--- config.mk ---
export PLATFORM = sky130hd
export DESIGN_NAME = conv3x3_top
export DESIGN_NICKNAME = d
export VERILOG_FILES = /design/src/rtl/conv3x3_top.sv
export SDC_FILE = /design/constraint.sdc
export NUM_CORES = 1
export LEC_CHECK = 0
export CAP_MARGIN = 20
export CORE_MARGIN = 4
export CORE_UTILIZATION = 55
export DETAILED_ROUTE_END_ITERATION = 10
export DONT_BUFFER_PORTS = 1
export GPL_ROUTABILITY_DRIVEN = 0
export GPL_TIMING_DRIVEN = 1
export HOLD_SLACK_MARGIN = 0.02
export PLACE_DENSITY = 0.7
export SYNTH_ARGS = -nofsm -noshare
export SYNTH_HDL_FRONTEND = slang
export SYNTH_SLANG_ARGS = --single-unit
--- constraint.sdc ---
create_clock -name clk -period 12.25 [get_ports clk]
set_clock_uncertainty 0.2 [all_clocks]
set_input_delay 2.45 -clock clk [delete_from_list [all_inputs] [get_ports clk]]
set_output_delay 2.45 -clock clk [all_outputs]
set_load 0.02 [all_outputs]
--- src/rtl/conv3x3_top.sv ---
// conv3x3_top
//   Latches a 4x4 unsigned 8-bit image and a 3x3 unsigned 8-bit filter, then
//   computes the 2x2 valid convolution (filter rotated 180 degrees, mod 256)
//   on three independent engines in sequence, and streams the twelve results
//   one per cycle on the display port.
//
// Ports
//   clk                    in   1  clock, rising edge
//   reset                  in   1  synchronous active-high reset
//   run                    in   1  start request, sampled only in IDLE
//   a11..a44               in   8  image pixels (row, column)
//   b11..b33               in   8  filter taps (row, column)
//   display_result         out  8  result being displayed (0 outside OUT/DONE)
//   display_current_state  out  3  FSM state encoding
//
// Result order on the display: single c11,c12,c21,c22, sys3 c11..c22,
// sys2 c11..c22.

module conv3x3_top (
  input  logic       clk,
  input  logic       reset,
  input  logic       run,
  input  logic [7:0] a11, a12, a13, a14,
  input  logic [7:0] a21, a22, a23, a24,
  input  logic [7:0] a31, a32, a33, a34,
  input  logic [7:0] a41, a42, a43, a44,
  input  logic [7:0] b11, b12, b13,
  input  logic [7:0] b21, b22, b23,
  input  logic [7:0] b31, b32, b33,
  output logic [7:0] display_result,
  output logic [2:0] display_current_state
);

  typedef enum logic [2:0] {
    S_IDLE   = 3'd0,
    S_LOAD   = 3'd1,
    S_SINGLE = 3'd2,
    S_SYS3   = 3'd3,
    S_SYS2   = 3'd4,
    S_OUT    = 3'd5,
    S_DONE   = 3'd6
  } state_t;

  // Low byte of an 8x8 product depends only on the operands, so an 8-bit
  // multiply gives the mod-256 product directly.
  function automatic logic [7:0] f_mul8(input logic [7:0] a, input logic [7:0] b);
    logic [7:0] v_p;
    v_p = a * b;
    return v_p;
  endfunction

  // Flat image index for zero-based (row, col).
  function automatic logic [3:0] f_aidx(input logic [1:0] row, input logic [1:0] col);
    return {row, col};
  endfunction

  // Flat filter index of the 180-degree rotated tap for zero-based (p, q).
  function automatic logic [3:0] f_bidx(input logic [1:0] p, input logic [1:0] q);
    return (4'd2 - {2'b00, p}) * 4'd3 + (4'd2 - {2'b00, q});
  endfunction

  state_t     r_state, w_next;
  logic [5:0] r_phase;
  logic [3:0] r_idx;
  logic [7:0] r_disp;

  logic [7:0] w_img_in [0:15];
  logic [7:0] w_flt_in [0:8];
  logic [7:0] r_img    [0:15];
  logic [7:0] r_flt    [0:8];

  assign w_img_in = '{a11, a12, a13, a14, a21, a22, a23, a24,
                      a31, a32, a33, a34, a41, a42, a43, a44};
  assign w_flt_in = '{b11, b12, b13, b21, b22, b23, b31, b32, b33};

  assign display_result        = r_disp;
  assign display_current_state = r_state;

  // ---------------- FSM ----------------
  always_ff @(posedge clk) begin
    if (reset) begin
      r_state <= S_IDLE;
      r_phase <= 6'd0;
    end else begin
      r_state <= w_next;
      r_phase <= (w_next != r_state) ? 6'd0 : r_phase + 6'd1;
    end
  end

  always_comb begin
    w_next = r_state;
    case (r_state)
      S_IDLE:   if (run) w_next = S_LOAD;
      S_LOAD:   w_next = S_SINGLE;
      S_SINGLE: if (r_phase == 6'd47) w_next = S_SYS3;
      S_SYS3:   if (r_phase == 6'd23) w_next = S_SYS2;
      S_SYS2:   if (r_phase == 6'd23) w_next = S_OUT;
      S_OUT:    if (r_idx == 4'd11) w_next = S_DONE;
      S_DONE:   w_next = S_DONE;
      default:  w_next = S_IDLE;
    endcase
  end

  // ---------------- operand latch ----------------
  always_ff @(posedge clk) begin
    if (reset) begin
      for (int k = 0; k < 16; k++) r_img[k] <= 8'd0;
      for (int k = 0; k < 9; k++)  r_flt[k] <= 8'd0;
    end else if (r_state == S_LOAD) begin
      for (int k = 0; k < 16; k++) r_img[k] <= w_img_in[k];
      for (int k = 0; k < 9; k++)  r_flt[k] <= w_flt_in[k];
    end
  end

  // ---------------- SINGLE: one MAC, 36 products ----------------
  logic [1:0] r_s_out, r_s_p, r_s_q;
  logic [7:0] r_s_acc;
  logic       r_s_done;
  logic [7:0] r_s_res [0:3];
  logic [1:0] w_s_row, w_s_col;
  logic [7:0] w_s_sum;
  logic       w_s_en;

  assign w_s_row = {1'b0, r_s_out[1]} + r_s_p;
  assign w_s_col = {1'b0, r_s_out[0]} + r_s_q;
  assign w_s_sum = r_s_acc + f_mul8(r_img[f_aidx(w_s_row, w_s_col)], r_flt[f_bidx(r_s_p, r_s_q)]);
  assign w_s_en  = (r_state == S_SINGLE) && !r_s_done;

  always_ff @(posedge clk) begin
    if (reset || r_state == S_LOAD) begin
      r_s_out  <= 2'd0;
      r_s_p    <= 2'd0;
      r_s_q    <= 2'd0;
      r_s_acc  <= 8'd0;
      r_s_done <= 1'b0;
      if (reset) for (int k = 0; k < 4; k++) r_s_res[k] <= 8'd0;
    end else if (w_s_en) begin
      r_s_acc <= w_s_sum;
      if (r_s_q == 2'd2) begin
        r_s_q <= 2'd0;
        if (r_s_p == 2'd2) begin
          r_s_p            <= 2'd0;
          r_s_res[r_s_out] <= w_s_sum;
          r_s_acc          <= 8'd0;
          r_s_out          <= r_s_out + 2'd1;
          if (r_s_out == 2'd3) r_s_done <= 1'b1;
        end else begin
          r_s_p <= r_s_p + 2'd1;
        end
      end else begin
        r_s_q <= r_s_q + 2'd1;
      end
    end
  end

  // ---------------- SYS3: PE p owns filter row p ----------------
  logic [1:0] r_y_out, r_y_q;
  logic [7:0] r_y_acc  [0:2];
  logic       r_y_done;
  logic [7:0] r_y_res  [0:3];
  logic [1:0] w_y_row  [0:2];
  logic [1:0] w_y_col;
  logic [7:0] w_y_next [0:2];
  logic [7:0] w_y_tot;
  logic       w_y_en;

  always_comb begin
    w_y_col = {1'b0, r_y_out[0]} + r_y_q;
    w_y_tot = 8'd0;
    for (int p = 0; p < 3; p++) begin
      w_y_row[p]  = {1'b0, r_y_out[1]} + 2'(p);
      w_y_next[p] = r_y_acc[p] + f_mul8(r_img[f_aidx(w_y_row[p], w_y_col)],
                                        r_flt[f_bidx(2'(p), r_y_q)]);
      w_y_tot     = w_y_tot + w_y_next[p];
    end
  end

  assign w_y_en = (r_state == S_SYS3) && !r_y_done;

  always_ff @(posedge clk) begin
    if (reset || r_state == S_LOAD) begin
      r_y_out  <= 2'd0;
      r_y_q    <= 2'd0;
      r_y_done <= 1'b0;
      for (int p = 0; p < 3; p++) r_y_acc[p] <= 8'd0;
      if (reset) for (int k = 0; k < 4; k++) r_y_res[k] <= 8'd0;
    end else if (w_y_en) begin
      if (r_y_q == 2'd2) begin
        // Row partial sums of the three PEs combine into one output.
        r_y_q            <= 2'd0;
        r_y_res[r_y_out] <= w_y_tot;
        r_y_out          <= r_y_out + 2'd1;
        for (int p = 0; p < 3; p++) r_y_acc[p] <= 8'd0;
        if (r_y_out == 2'd3) r_y_done <= 1'b1;
      end else begin
        r_y_q <= r_y_q + 2'd1;
        for (int p = 0; p < 3; p++) r_y_acc[p] <= w_y_next[p];
      end
    end
  end

  // ---------------- SYS2: PE j owns output column j, one row per pass ----------------
  logic       r_z_i;
  logic [1:0] r_z_p, r_z_q;
  logic [7:0] r_z_acc  [0:1];
  logic       r_z_done;
  logic [7:0] r_z_res  [0:3];
  logic [1:0] w_z_row;
  logic [1:0] w_z_col  [0:1];
  logic [7:0] w_z_next [0:1];
  logic       w_z_en;

  always_comb begin
    w_z_row = {1'b0, r_z_i} + r_z_p;
    for (int j = 0; j < 2; j++) begin
      w_z_col[j]  = 2'(j) + r_z_q;
      w_z_next[j] = r_z_acc[j] + f_mul8(r_img[f_aidx(w_z_row, w_z_col[j])],
                                        r_flt[f_bidx(r_z_p, r_z_q)]);
    end
  end

  assign w_z_en = (r_state == S_SYS2) && !r_z_done;

  always_ff @(posedge clk) begin
    if (reset || r_state == S_LOAD) begin
      r_z_i    <= 1'b0;
      r_z_p    <= 2'd0;
      r_z_q    <= 2'd0;
      r_z_done <= 1'b0;
      for (int j = 0; j < 2; j++) r_z_acc[j] <= 8'd0;
      if (reset) for (int k = 0; k < 4; k++) r_z_res[k] <= 8'd0;
    end else if (w_z_en) begin
      for (int j = 0; j < 2; j++) r_z_acc[j] <= w_z_next[j];
      if (r_z_q == 2'd2) begin
        r_z_q <= 2'd0;
        if (r_z_p == 2'd2) begin
          r_z_p                 <= 2'd0;
          r_z_res[{r_z_i, 1'b0}] <= w_z_next[0];
          r_z_res[{r_z_i, 1'b1}] <= w_z_next[1];
          for (int j = 0; j < 2; j++) r_z_acc[j] <= 8'd0;
          r_z_i                 <= ~r_z_i;
          if (r_z_i) r_z_done <= 1'b1;
        end else begin
          r_z_p <= r_z_p + 2'd1;
        end
      end else begin
        r_z_q <= r_z_q + 2'd1;
      end
    end
  end

  // ---------------- display ----------------
  logic [3:0] w_sel_idx;
  logic [7:0] w_sel_val;

  always_comb begin
    // Value that will be shown after the coming edge.
    w_sel_idx = (r_state == S_OUT) ? r_idx + 4'd1 : 4'd0;
    w_sel_val = 8'd0;
    case (w_sel_idx[3:2])
      2'd0:    w_sel_val = r_s_res[w_sel_idx[1:0]];
      2'd1:    w_sel_val = r_y_res[w_sel_idx[1:0]];
      2'd2:    w_sel_val = r_z_res[w_sel_idx[1:0]];
      default: w_sel_val = 8'd0;
    endcase
  end

  always_ff @(posedge clk) begin
    if (reset) begin
      r_idx  <= 4'd0;
      r_disp <= 8'd0;
    end else if (r_state == S_SYS2 && w_next == S_OUT) begin
      r_idx  <= 4'd0;
      r_disp <= w_sel_val;
    end else if (r_state == S_OUT && w_next == S_OUT) begin
      r_idx  <= r_idx + 4'd1;
      r_disp <= w_sel_val;
    end
  end

endmodule

# --- Word level (Yosys, flattened, before mapping) ---
# Memory sizes are Yosys's and may differ from the RTL's.
# Cells that the tools add are included.
classes:
  addsub: 32
  multipliers: 8
  eq_ne: 20
  mux: 94
  bitwise: 36
  reduce_logical: 26
ops:
  columns: ["op", "count"]
  rows:
  - ["8-bit two-way mux", 43]
  - ["8-bit adder", 8]
  - ["8-bit by 8-bit multiplier with 8-bit output", 6]
  - ["1-bit OR", 35]
  - ["1-bit two-way mux", 34]
  - ["8-bit OR reduction", 4]
  - ["8-bit case mux with 3 select lines", 1]
  - ["3-bit case mux with 7 select lines", 1]
  - ["2-bit two-way mux", 9]
  - ["2-bit equality test (second input constant)", 8]
  - ["3-bit two-way mux", 5]
  - ["2-bit by 2-bit subtractor with 3-bit output (first input constant)", 5]
  - ["2-bit by 1-bit adder with 2-bit output (second input constant)", 7]
  - ["3-bit equality test (second input constant)", 4]
  - ["3-bit AND reduction", 3]
  - ["1-bit by 2-bit adder with 2-bit output", 4]
  - ["4-bit adder", 2]
  - ["4-bit by 2-bit multiplier with 4-bit output (second input constant)", 2]
  - ["4-bit AND reduction", 2]
  - ["6-bit by 1-bit adder with 6-bit output (second input constant)", 1]
  - ["3-bit by 2-bit equality test with 1-bit output (second input constant)", 2]
  - ["6-bit by 5-bit equality test with 1-bit output (second input constant)", 1]
  - ["6-bit equality test (second input constant)", 1]
  - ["2-bit AND reduction", 3]
  - ["other kinds (18)", 25]
totals:
  register_bits: 47
  mem_bits_rw: 336
  input_bits: 203
  out_inout_bits: 11
  wordCells: 239
  memories: 7
mem_list:
  columns: ["name", "words", "word_bits", "read_ports", "rd_ports_with_merged_regs", "write_ports", "line_no", "source"]
  rows:
  - ["r_img", 16, 8, 6, 0, 16, "69", "logic [7:0] r_img [0:15];"]
  - ["r_flt", 9, 8, 5, 0, 9, "70", "logic [7:0] r_flt [0:8];"]
  - ["r_s_res", 4, 8, 1, 0, 4, "119", "logic [7:0] r_s_res [0:3];"]
  - ["r_y_res", 4, 8, 1, 0, 4, "160", "logic [7:0] r_y_res [0:3];"]
  - ["r_z_res", 4, 8, 1, 0, 4, "207", "logic [7:0] r_z_res [0:3];"]
  - ["r_y_acc", 3, 8, 3, 0, 3, "158", "logic [7:0] r_y_acc [0:2];"]
  - ["+1 memories", null, null, null, null, null, null, null]

# --- Depth between registers and ports, before layout ---
# Gate-level depths: netlist (run 1).
depth:
  word_depth: 8
  ltp_mapped: 36
  mapped_depth_nobuf: 30

# --- Least setup slack after synthesis (run 1) ---
# OpenSTA, ideal clock, no wires.
synth_timing:
  path_kind: "input to register"
  from: "in reset"
  to: "mem r_flt[0][0] (enable)"
  t_arrival_ns: 8.878
  required_ns: 11.407
  slack_ns: 2.529
  cell_stages: 5
  n_path_buf: 3
  cell_sequence: "clkbuf_1 nor2_1 inv_1 clkbuf_1 clkbuf_1"
synth_lines:
  columns: ["element", "line_no", "source"]
  rows:
  - ["start, declared", "21", "input logic reset,"]
  - ["end, declared", "70", null]

==> reports/metrics.yaml, run 1 <==
finish:
  fillerInstances: 4102
  finalNetCount: 2968
  final_cell_mix: "edfxtp_1, inv_1, nor2_1"
  multi_input_area_um2: 16530
  area_growth_pct: 7.147
  drive_gt1_share_pct: 13.18
  final_common_cell: "edfxtp_1"
  seq_area_um2: 10870
power_and_ir_drop:
  switchingPower_mw: 1.665
  pwr-share-comb_pct: 37.4
  p_clk_share_pct: 27.7
  power_density_nw_per_um2: 152.3
  p_leak_nw: 12.21
  total_power_mw: 4.713
  swShare_pct: 35.34
  intPower_mw: 3.047
  peakVddDrop_uv: 174.5
  seqPwrFrac_pct: 34.8
clocking:
  cts_tree: "built"
  ctsRootBufferMaster: "clkbuf_16"
  clk_pin_slew_worst_paths_ps: 60
  cts_setup_buffers: 0
  post_cts_resized: 0
  cts_buffers: 41
  htree_levels: 2
  cts.path.max_buffers: 3
  ctsHoldBuffers: 0
  clkLatencyLatePin_ps: 580
  clkSinkCount: 383
critical_path:
  critPathRequiredTime_ps: 12350
  reg2regPathDepth: 24
  end_kind: "flop"
  reg2reg_slack_ps: 2770
  crit_type: "reg -> reg"
  regToRegStartpoint: "r_y_q[0]$_SDFFE_PP0P_"
  cpPeakStageDelay_ps: 1350
  cp-start-kind: "flop"
  crit_path_cell_trace: "clkinv_1 > ha_2 > mux4_2 > mux2i_1 > or2_2 > fa_1 > fa_1 > inv_1 > ha_1 > inv_1 > fa_1 > inv_1 > ha_1 > a21o_1 > a21oi_1 > xor2_1 > fa_1 > inv_1 > ha_1 > a21oi_1 > xnor2_1 > xnor3_1 > xnor3_1 > nor2_1"
  cp.arrival_ps: 9590
  crit_family: "adder cells"
  slowest_stage: "ha_2"
  crit_buf_inv: 5
  path_max_fanout: 39
  reg2reg_to: "r_y_res[0][7]$_SDFFCE_PN0P_"
floorplanning:
  die_height_um: 237.2
  rows: 83
  die_x_um: 237.2
  fp.coreArea_um2: 51610
  die-area_um2: 56250
  ios: 214
  start_util_pct: 55.96
synth:
  syn_inst: 2549
  ys.flop_type: "edfxtp_1"
  async_reset_ff_share_pct: 0
  synth_area_um2: 28880
  avgSynthCellArea_um2: 11.33
  ys_types: 60
  synth_seq_cells: 383
  synth_edf_count: 320
  seq_area_frac_synth_pct: 37.63
  syn-num-nets: 3015
  synth_warnings: 0
global_route:
  antenna_found_initial: 2
  grt_pass1_wl_mm: 114.4
  grt_max_degree: 153
  grtUsageTotal_pct: 25.96
  first_global_vias: 19649
  grt_overflow: 0
routing:
  route.detailed.drc: 0
  vias_per_cell: 6.039
  via_count: 19421
  drtIter0Drc: 2079
  detail_route.wl_per_cell_um: 22.83
  antenna_left: 0
  firstDrtPassIters: 6
  routed_wl_mm: 73.43
min_path:
  hold_path.class: "reg -> reg"
  min-delay-start: "r_phase[0]$_SDFF_PP0_"
  whs_endpoint: "r_phase[0]$_SDFF_PP0_"
  whs_path_depth: 1
sta:
  worst_pin_slew_ps: 1153
  rsz0062_at_grt: "false"
  final_hold_viol_count: 0
  finalHoldWorstSlack_ps: 245.2
  fmax_ghz: 0.1054
  tns_ps: 0
  min_period_over_period_pct: 77.42
  slew_viol_final: 0
  post-route-min-period_ps: 9484
  slew-limit-headroom_pct: 23.13
  finalSetupViolations: 0
outcome:
  outcome: "finished, final reports clean"
job:
  maxCapViolations: 0
placement:
  numPortBuffers: 0
  dp_hpwl_mm: 56.03
==> cell families (layout without fill, tap and decap cells) <==
kind of cell    count (synthesis)  in the layout  synth area share [%]
buf+inv                       375            360                 5.263
flops                         383            383                 37.63
fa+ha+maj                     263            263                 14.46
mux                           311            311                 18.35
xor+xnor                      137            137                 4.596
compound gates                224            224                 4.852
other cells                     0              2                     0
simple gates                  856            856                 14.85
==> worst max-delay path by stage <==
stage	to	cells after the start	startpoint
after global placement	r_z_res[2][7]$_SDFFCE_PN0P_	23	r_z_q[0]$_SDFFE_PP0P_
after global routing	r_y_res[0][7]$_SDFFCE_PN0P_	24	r_y_q[0]$_SDFFE_PP0P_
after CTS	r_z_res[0][7]$_SDFFCE_PN0P_	23	r_z_q[0]$_SDFFE_PP0P_
after floorplan	r_flt[0][0]$_SDFFCE_PN0P_	5	reset
after detailed placement	r_z_res[2][7]$_SDFFCE_PN0P_	23	r_z_q[0]$_SDFFE_PP0P_
final	r_y_res[0][7]$_SDFFCE_PN0P_	24	r_y_q[0]$_SDFFE_PP0P_
==> cells in the mapped netlist, types with 9 or more instances <==
library cell | number | area [um2]
nor2_1 | 222 | 833.3
a22oi_1 | 12 | 90.09
dfxtp_1 | 63 | 1261
or2_2 | 30 | 187.7
nand2b_1 | 44 | 275.3
mux4_1 | 10 | 262.8
nor2b_1 | 111 | 694.4
a21o_1 | 26 | 195.2
nand2_1 | 190 | 713.2
edfxtp_1 | 320 | 9609
ha_1 | 145 | 1814
fa_1 | 118 | 2362
and2_1 | 186 | 1164
clkbuf_1 | 77 | 289.0
buf_1 | 9 | 33.78
a31oi_1 | 9 | 56.30
and3_1 | 13 | 81.33
xnor2_1 | 100 | 875.8
a211oi_1 | 34 | 255.2
o21ai_0 | 10 | 50.05
inv_1 | 247 | 927.1
xor2_1 | 25 | 219.0
nand3_1 | 31 | 155.2
mux4_2 | 157 | 3536
buf_2 | 24 | 120.1
mux2i_1 | 118 | 1181
a21oi_1 | 105 | 525.5
mux2_2 | 22 | 247.7
==> layout make-up <==
cell class | count | share of cell area, %
clock buffers | 47 | 3.525
repair buffers | 34 | 1.043
multi-input cells | 1791 | 53.43
inverters | 251 | 3.069
diodes | 2 | 0.01617
clock inverters | 28 | 1.035
well taps | 680 | 2.749
flip-flops and latches | 383 | 35.14
==> per-layer routing <==
layer	up-vias	track usage, %	share of wire (%)
li1	8779	-	-
met3	190	4.827	8.2
met5	-	0	0
met2	952	40.64	46
met1	9500	35.63	41
met4	0	11.92	5.2
==> per-stage QoR <==
stage / cells / utilization, % / instance area [um2] / worst slack, ps
final: 3216 / 59.96 / 30950 / 2766
after global routing: 3215 / 59.96 / 30950 / 2183
after CTS: 3209 / 59.75 / 30840 / 2028
after detailed placement: 3134 / 57.01 / 29430 / 2057
after global placement: 3134 / 57.01 / 29430 / 2420
after floorplan: 2549 / - / 28880 / 2529
==> power by group through the flow <==
| stage | combinational [mW] | sequential, mW | clock (mW) |
|---|---|---|---|
| finish | 1.76 | 1.64 | 1.31 |
| global placement | 1.69 | 1.65 | 0 |
| floorplan | 1.33 | 1.62 | 0 |
| global route | 1.97 | 1.65 | 1.38 |
| detailed placement | 1.75 | 1.66 | 0 |
| CTS | 1.77 | 1.63 | 1.33 |
==> state kept, by name, summed over array words and instances (netlist names), 2 cells and up <==
name                   flops
r_s_acc                    8
r_idx                      4
r_img                    128
r_s_res                   32
r_flt                     72
display_current_state      3
r_y_out                    2
r_s_q                      2
r_z_res                   32
r_y_q                      2
r_s_p                      2
r_y_acc                   24
r_phase                    6
r_z_p                      2
display_result             8
r_y_res                   32
r_z_acc                   16
r_s_out                    2
r_z_q                      2
No activity file was read; power rests on OpenSTA's default activity.
==> run 2, diff against run 1 <==
PLACE_DENSITY = 0.73   (was 0.7)
clock period = 8 ns   (was 12.25 ns; I/O delays follow)
==> reports/metrics.yaml, run 2 (synthesis gave the netlist of run 1 again) <==
outcome:
  outcome: "finished, final reports clean"
finish:
  area_growth_pct: 8.599
  largestRegisters: "r_img (128), r_flt (72)"
  largest_register_ffs: 128
  final_common_cell: "edfxtp_1"
  fin_area_um2: 31370
  finalNetCount: 3011
  multi_input_area_um2: 16600
  drive_gt1_share_pct: 15.00
  fin_util_pct: 60.77
  final_cell_mix: "edfxtp_1, inv_1, nor2_1"
  instances_no_fill: 3262
  fillerInstances: 4007
  seq_area_um2: 10880
  registers.top_by_ff_count: "r_img"
power_and_ir_drop:
  total_power_mw: 7.450
  p_leak_nw: 12.44
  switchingPower_mw: 2.686
  seqPwrFrac_pct: 33.6
  swShare_pct: 36.05
  intPower_mw: 4.765
  pwr-share-comb_pct: 38.3
  peakVddDrop_uv: 439.5
  p_clk_share_pct: 28.1
  power_density_nw_per_um2: 237.5
critical_path:
  reg2regPathDepth: 21
  crit_path_end: "r_y_res[0][7]$_SDFFCE_PN0P_"
  reg2reg_slack_ps: 320
  reg2reg_to: "r_y_res[0][7]$_SDFFCE_PN0P_"
  critPathRequiredTime_ps: 8110
  path_max_fanout: 11
  regToRegStartpoint: "r_y_q[1]$_SDFFE_PP0P_"
  cp.arrival_ps: 7800
  cp-start-kind: "flop"
  crit_type: "reg -> reg"
  cp-startpoint: "r_y_q[1]$_SDFFE_PP0P_"
  end_kind: "flop"
job:
  maxCapViolations: 0
sta:
  slew-limit-headroom_pct: 22.84
  final_hold_viol_count: 0
  slew_viol_final: 0
  post-route-min-period_ps: 7681
  tns_ps: 0
  finalSetupViolations: 0
  rsz0062_at_grt: "false"
  min_period_over_period_pct: 96.02
  fmax_ghz: 0.1302
  worst_pin_slew_ps: 1145
placement:
  dp_hpwl_mm: 58.11
  numPortBuffers: 0
  dp_cells: 3179
  dpl_cell_area_um2: 29810
clocking:
  cts_tree: "built"
  ctsRootBufferMaster: "clkbuf_16"
  cts_buffers: 43
  cts.path.max_buffers: 3
  clkSinkCount: 383
  htree_levels: 2
  clkLatencyLatePin_ps: 610
  clk_pin_slew_worst_paths_ps: 60
routing:
  detail_route.wl_per_cell_um: 23.18
  routed_wl_mm: 75.61
  route.detailed.drc: 0
  vias_per_cell: 6.131
  via_count: 19999
  drtIter0Drc: 2187
  antenna_left: 0
  firstDrtPassIters: 6
floorplanning:
  start_util_pct: 55.96
  ios: 214
  die_height_um: 237.2
  die_x_um: 237.2
  fp.coreArea_um2: 51610
  rows: 83
  die-area_um2: 56250
global_route:
  first_global_vias: 20160
  grt_max_degree: 100
  antenna_found_initial: 3
  grt_pass1_wl_mm: 116.8
  grtUsageTotal_pct: 26.67
  grt_overflow: 0
min_path:
  hold_path.class: "reg -> reg"
## run 2: cell types whose count changed in the layout (fill, tap and decap cells not counted), sizes merged
| cell | before | now |
|---|---|---|
| clkinvlp | 7 | 3 |
| buf | 34 | 75 |
| clkinv | 17 | 19 |
| clkbuf | 47 | 48 |
| inv | 249 | 254 |
| bufinv | 6 | 7 |
## run 2: stage by stage
stage / hold slack, ps / setup slack (ps)
floorplan: 217.5 / 126.1
global placement: 230.9 / 368.4
CTS: 257.6 / 153.1
finish: 251.5 / 318.8
detailed placement: 249.7 / 235.5
global route: 280.1 / 60.96
## run 2: worst max-delay path: stages (launching register included)
cell	delay [ps]
dfxtp_1	600
inv_1	150
ha_2	570
mux2_2	390
o21ai_0	880
nor2_1	180
fa_1	480
fa_1	490
inv_1	50
fa_1	520
inv_1	50
fa_1	440
ha_1	310
xor2_1	210
fa_1	550
inv_1	40
ha_1	320
a21oi_1	170
xnor2_1	150
xnor3_1	250
xnor3_1	340
nor2_1	80
## run 2: timing repair
item,in CTS,in global routing
gates resized for setup,0,9
hold buffers,0,0
endpoints found under the hold margin,0,0
setup endpoints to repair,0,9
setup buffers,0,0
## run 2: cell type report
class / count / area share [%]
multi-input cells: 1791 / 52.93
flip-flops and latches: 383 / 34.67
inverters: 251 / 3.032
clock inverters: 32 / 1.177
well taps: 680 / 2.712
diodes: 2 / 0.01596
repair buffers: 75 / 1.939
clock buffers: 48 / 3.522
## run 2: layer usage
layer  vias up  part of all wire (%)  GRT usage [%]
li1       8857                     -              -
met1      9896                    39          36.62
met2      1049                    47          42.67
met3       197                   9.0          4.560
met4         0                   4.6          10.88
met5         -                     0              0
## run 2: how the worst min path moves through the flow
stage                                 endpoint                        from  slack [ps]  depth (start not counted)
CTS                      r_phase[0]$_SDFF_PP0_       r_phase[0]$_SDFF_PP0_         260                          1
global route        r_z_acc[0][3]$_SDFFE_PP0P_  r_z_acc[0][3]$_SDFFE_PP0P_         280                          2
floorplan                r_phase[0]$_SDFF_PP0_       r_phase[0]$_SDFF_PP0_         220                          1
detailed placement       r_phase[0]$_SDFF_PP0_       r_phase[0]$_SDFF_PP0_         250                          1
global placement         r_phase[0]$_SDFF_PP0_       r_phase[0]$_SDFF_PP0_         230                          1
finish                   r_phase[0]$_SDFF_PP0_       r_phase[0]$_SDFF_PP0_         250                          1
## run 2: power groups by stage
stage | sequential, mW | clock, mW | combinational [mW]
after floorplan | 2.47 | 0 | 2.04
after global placement | 2.52 | 0 | 2.70
after detailed placement | 2.54 | 0 | 2.76
after CTS | 2.49 | 2.12 | 2.81
after global routing | 2.51 | 2.21 | 3.15
final | 2.50 | 2.09 | 2.86
